## src/rtl/matrix_stream_loader.sv

```systemverilog
// matrix_stream_loader: fetches square matrices A and B element by element
// from a single-port RAM and emits them as packed {A,A,B,B} column-major
// words with a one-cycle read_en strobe and a downstream hold stall.
// Optional feature macro: MATLOAD_B_TRANSPOSED_EN (B stored column-major).

module matrix_stream_loader #(
    parameter int unsigned WIDTH        = 8,
    parameter int unsigned NUM_ELEMENTS = 4,
    parameter int unsigned MATRIX_WIDTH = 4,
    parameter int unsigned ADDR_WIDTH   = 8,
    parameter int unsigned A_BASE       = 0,
    parameter int unsigned B_BASE       = 16
) (
    input  logic                          clk,
    input  logic                          reset,
    input  logic                          start,
    input  logic                          hold,
    output logic                          mem_rd,
    output logic [ADDR_WIDTH-1:0]         mem_addr,
    input  logic [WIDTH-1:0]              mem_rdata,
    output logic [NUM_ELEMENTS*WIDTH-1:0] rdata,
    output logic                          read_en,
    output logic                          busy,
    output logic                          done
);

    localparam int unsigned HALF_WIDTH = MATRIX_WIDTH / 2;
    localparam int unsigned COL_W      = (MATRIX_WIDTH > 1) ? $clog2(MATRIX_WIDTH) : 1;
    localparam int unsigned ROW_W      = (HALF_WIDTH > 1) ? $clog2(HALF_WIDTH) : 1;

    localparam logic [COL_W-1:0] COL_LAST = COL_W'(MATRIX_WIDTH - 1);
    localparam logic [ROW_W-1:0] ROW_LAST = ROW_W'(HALF_WIDTH - 1);

    typedef enum logic [1:0] {
        S_IDLE  = 2'd0,
        S_FETCH = 2'd1,
        S_DRAIN = 2'd2,
        S_EMIT  = 2'd3
    } state_t;

    state_t                  state;
    state_t                  state_next;
    logic [1:0]              k;
    logic [1:0]              k_next;
    logic [ROW_W-1:0]        row;
    logic [ROW_W-1:0]        row_next;
    logic [COL_W-1:0]        col;
    logic [COL_W-1:0]        col_next;
    logic                    last_word;
    logic                    emit_fire;
    logic [ADDR_WIDTH-1:0]   fetch_addr;
    logic                    cap_valid;
    logic [1:0]              cap_lane;
    logic [WIDTH-1:0]        lanes [4];

    // RAM address of lane k of the word at row pair rp, column c
    function automatic logic [ADDR_WIDTH-1:0] elem_addr(
        input logic [1:0]       lane,
        input logic [ROW_W-1:0] rp,
        input logic [COL_W-1:0] c
    );
        logic [ADDR_WIDTH-1:0] rr;
        logic [ADDR_WIDTH-1:0] cc;
        logic [ADDR_WIDTH-1:0] mw;
        logic [ADDR_WIDTH-1:0] addr;
        rr = ADDR_WIDTH'({rp, lane[0]});
        cc = ADDR_WIDTH'(c);
        mw = ADDR_WIDTH'(MATRIX_WIDTH);
        if (lane[1] == 1'b0) begin
            addr = ADDR_WIDTH'(A_BASE) + rr * mw + cc;
        end else begin
`ifdef MATLOAD_B_TRANSPOSED_EN
            addr = ADDR_WIDTH'(B_BASE) + cc * mw + rr;
`else
            addr = ADDR_WIDTH'(B_BASE) + rr * mw + cc;
`endif
        end
        return addr;
    endfunction

    // Read strobe follows the EMIT state directly so hold stalls in the same cycle
    assign read_en = (state == S_EMIT) && !hold;

    // Next-state, word/lane counter advance and next fetch address
    always_comb begin
        state_next = state;
        k_next     = k;
        row_next   = row;
        col_next   = col;
        last_word  = (row == ROW_LAST) && (col == COL_LAST);
        emit_fire  = (state == S_EMIT) && !hold;
        case (state)
            S_IDLE: begin
                if (start && !done) begin
                    state_next = S_FETCH;
                    k_next     = 2'd0;
                    row_next   = '0;
                    col_next   = '0;
                end
            end
            S_FETCH: begin
                if (k == 2'd3) begin
                    state_next = S_DRAIN;
                    k_next     = 2'd0;
                end else begin
                    k_next = k + 2'd1;
                end
            end
            S_DRAIN: begin
                state_next = S_EMIT;
            end
            S_EMIT: begin
                if (!hold) begin
                    if (last_word) begin
                        state_next = S_IDLE;
                        row_next   = '0;
                        col_next   = '0;
                    end else begin
                        state_next = S_FETCH;
                        if (row == ROW_LAST) begin
                            row_next = '0;
                            col_next = col + COL_W'(1);
                        end else begin
                            row_next = row + ROW_W'(1);
                        end
                    end
                end
            end
            default: begin
                state_next = S_IDLE;
            end
        endcase
        fetch_addr = elem_addr(k_next, row_next, col_next);
    end

    // State and counter registers
    always_ff @(posedge clk) begin
        if (reset) begin
            state <= S_IDLE;
            k     <= 2'd0;
            row   <= '0;
            col   <= '0;
        end else begin
            state <= state_next;
            k     <= k_next;
            row   <= row_next;
            col   <= col_next;
        end
    end

    // Registered RAM request, busy and done, derived from the next state
    always_ff @(posedge clk) begin
        if (reset) begin
            mem_rd   <= 1'b0;
            mem_addr <= '0;
            busy     <= 1'b0;
            done     <= 1'b0;
        end else begin
            mem_rd <= (state_next == S_FETCH);
            if (state_next == S_FETCH) begin
                mem_addr <= fetch_addr;
            end
            busy <= (state_next != S_IDLE);
            done <= emit_fire && last_word;
        end
    end

    // Capture returning elements into their lanes; pack the word as the last one lands
    always_ff @(posedge clk) begin
        if (reset) begin
            cap_valid <= 1'b0;
            cap_lane  <= 2'd0;
            for (int i = 0; i < 4; i++) begin
                lanes[i] <= '0;
            end
            rdata <= '0;
        end else begin
            cap_valid <= (state == S_FETCH);
            cap_lane  <= k;
            if (cap_valid) begin
                lanes[cap_lane] <= mem_rdata;
            end
            if (state == S_DRAIN) begin
                rdata <= {lanes[0], lanes[1], lanes[2], mem_rdata};
            end
        end
    end

endmodule

```

## config.mk

```make
export PLATFORM = sky130hd
export DESIGN_NAME = matrix_stream_loader
export DESIGN_NICKNAME = d
export VERILOG_FILES = /design/src/rtl/matrix_stream_loader.sv
export SDC_FILE = /design/constraint.sdc
export NUM_CORES = 1
export LEC_CHECK = 0
export ABC_AREA = 1
export CAP_MARGIN = 25
export CORE_ASPECT_RATIO = 0.9
export CORE_MARGIN = 5
export CORE_UTILIZATION = 45
export CTS_CLUSTER_SIZE = 14
export DETAILED_ROUTE_END_ITERATION = 7
export DONT_BUFFER_PORTS = 1
export PLACE_DENSITY_LB_ADDON = 0.15
export RECOVER_POWER = 25
export SYNTH_ARGS = -nofsm -noshare
export SYNTH_HDL_FRONTEND = slang
export SYNTH_SLANG_ARGS = --single-unit
```

## constraint.sdc

```tcl
create_clock -name clk -period 1.37 [get_ports clk]
set_input_delay 0.2055 -clock clk [delete_from_list [all_inputs] [get_ports clk]]
set_output_delay 0.2055 -clock clk [all_outputs]
set_load 0.01 [all_outputs]
```

==> flow_metrics.tcl <==
set metrics [dict create \
    syn-cell-area_mm2 0.002934 \
    area_delta_synth_final_pct 21.54 \
    num_io_pins 56 \
    cp-start-kind "flop" \
    critical_path_required_ns 1.16 \
    cts_tree "done" \
    status "finished with violations" \
    synth-edff-count 24 \
    grt_pass1_vias 2133 \
    first_iter_violations 95 \
    final_max_slew_viol_count 0 \
    layout_setup_ws_ns -0.04575 \
    start_util_pct 45.52 \
    row_count 28 \
    n_antenna_cell 0 \
    hold_viol 0 \
    synth_most_common_cell "nor2_1" \
    setup_viol 6 \
    die_h_um 86.61 \
    route.detailed.drc 0 \
    die_area_mm2 0.008237 \
    synth_largest_area_cell "dfxtp_1" \
    cp-startpoint "state[1]" \
    die_width_um 95.12 \
    fin_util_pct 55.32 \
    routed_wl_um 6430 \
    synth.area.top_cells "dfxtp_1, edfxtp_1, nor2_1" \
    core-area_mm2 0.006446 \
    ys_types 26 \
    synth_seq_cells 74 \
    nets 381 \
    r2r_start "state[1]" \
    wire_per_inst_um 14.04 \
    dp_hpwl_um 4297 \
    layout_min_cycle_time_ns 1.416 \
    vias 2183 \
    cts.sinks 74 \
    dr.pass1.iters 4 \
    async_flop_share_pct 0 \
    fmax_ghz 0.7063 \
    path_max_fanout 3 \
    hold_path.class "primary input to flop" \
    rsz0062_at_grt "true" \
    skew_ns 0.01249 \
    syn_inst 336 \
    synth_area_per_cell_um2 8.732 \
    total_leakage_power_nw 1.570 \
    violations "setup timing" \
    numPortBuffers 0 \
    cp.arrival_ns 1.21 \
    synth_ff_type "dfxtp_1" \
    grt_pass1_wl_um 10480 \
    grt_usage_pct 16.99 \
    fin_crit_sh_pct 103.3 \
    synth_top_area_share_pct 34.12 \
    min_from "hold" \
    irDropWorstVdd_v 0.0007305 \
    routed_via_density 4.766 \
    drv_cap 0 \
    critical_path_class "flop to output pin" \
    cts_buffers 9 \
    place.gp.congestion 0.8054 \
    critPathCaptureType "output pin" \
    grt-ovfl-total 0 \
    cts_htree_levels 3 \
    drive_gt1_share_pct 24.18 \
    clk_path_buf_depth 2 \
    path_clk_slew_ns 0.08 \
    antenna_found_initial 0 \
    clock_latency_ns 0.35 \
    whs_ns 0.06228 \
    ys_seq_area_share_pct 58.68 \
    antenna_left 0 \
    p_per_area_mw_per_mm2 1265 \
    placed_area_mm2 0.003182 \
    grt_max_degree 44 \
    ys_warn_count 0 \
    root_buffer "clkbuf_8" \
    yosys-top-cells-count "nor2_1, dfxtp_1, o21ai_0, nand2_1, inv_1" \
    final_area_mm2 0.003566 \
]
==> registers in the layout, summed over array words and instances (netlist names) <==
signal and count:
rdata 32, lanes 24, mem_addr 5, cap_lane 2
col 2, k 2, state 2, busy 1
cap_valid 1, done 1, mem_rd 1, row 1
==> cell type report <==
class	instances	area [um^2]
Clock buffer	10	137.6
Clock inverter	6	72.57
Fill cell	616	2880
Inverter	33	128.9
Multi-Input combinational cell	217	1131
Sequential cell	74	1727
Tap cell	90	112.6
Timing Repair Buffer	28	256.5
==> worst paths after layout <==
check / end / slack (ns) / cells after the start
worst max-delay path: read_en / -0.05 / 5
worst min-delay path: done / 0.06 / 3
worst max register to register: mem_addr[4] / -0.03 / 11
worst min register to register: rdata[24] / 0.47 / 2
==> kinds of logic (layout without fill, tap and decap cells) <==
kind of cell | count (synthesis) | after routing | synth area share (%)
and+or+nand+nor | 152 | 152 | 21.79
adders and majority gates | 6 | 6 | 2.559
other | 1 | 3 | 0.1278
buffers and inverters | 47 | 77 | 6.695
DFF | 74 | 74 | 58.68
AOI/OAI and AO/OA | 56 | 56 | 10.15
==> critical path: stages, from the launching register on <==
cell     delay, ns
dfxtp_2       0.36
buf_6         0.12
ha_4          0.15
buf_6         0.11
inv_4         0.03
nor2_4        0.09
==> through the flow <==
step	instances	power (mW)	TNS, ns	worst slack [ns]
floorplan	338	2.643	0	0.006550
global placement	436	2.739	-0.3060	-0.06572
detailed placement	436	2.743	-0.4352	-0.09268
CTS	457	4.532	-0.2192	-0.06220
global route	458	4.723	-0.9096	-0.1430
finish	458	4.512	-0.1736	-0.04575
==> per-layer routing <==
metal | share of wire (%) | GRT usage, % | up-vias
met4 | 1.6 | 6.684 | 0
met1 | 42 | 19.88 | 985
li1 | - | - | 1115
met2 | 49 | 27.59 | 67
met3 | 7.2 | 7.118 | 16
met5 | 0 | 0 | -
==> power breakdown <==
part	internal [mW]	switching (mW)
sequential	2.33	0.0515
clock	0.909	0.846
combinational	0.151	0.228
==> repair_timing <==
| item | 4_1_cts | 5_1_grt |
|---|---|---|
| setup endpoints to repair | 10 | 15 |
| pin swaps | 9 | 11 |
| endpoints found under the hold margin | 9 | 0 |
| setup buffers | 4 | 1 |
| resized for setup | 16 | 20 |
| hold buffers | 1 | 0 |
==> layout by cell type, fill, tap and decap left out, drive strengths merged, types with 2 or more instances in the layout <==
cell and n:
a21oi 18, buf 27, clkbuf 10, clkinv 2, conb 3, dfxtp 50, edfxtp 24, ha 6
inv 35, nand2 38, nand3 4, nor2 107, nor3 2, o21ai 37
Note: power is estimated with default switching activity, not from simulation.
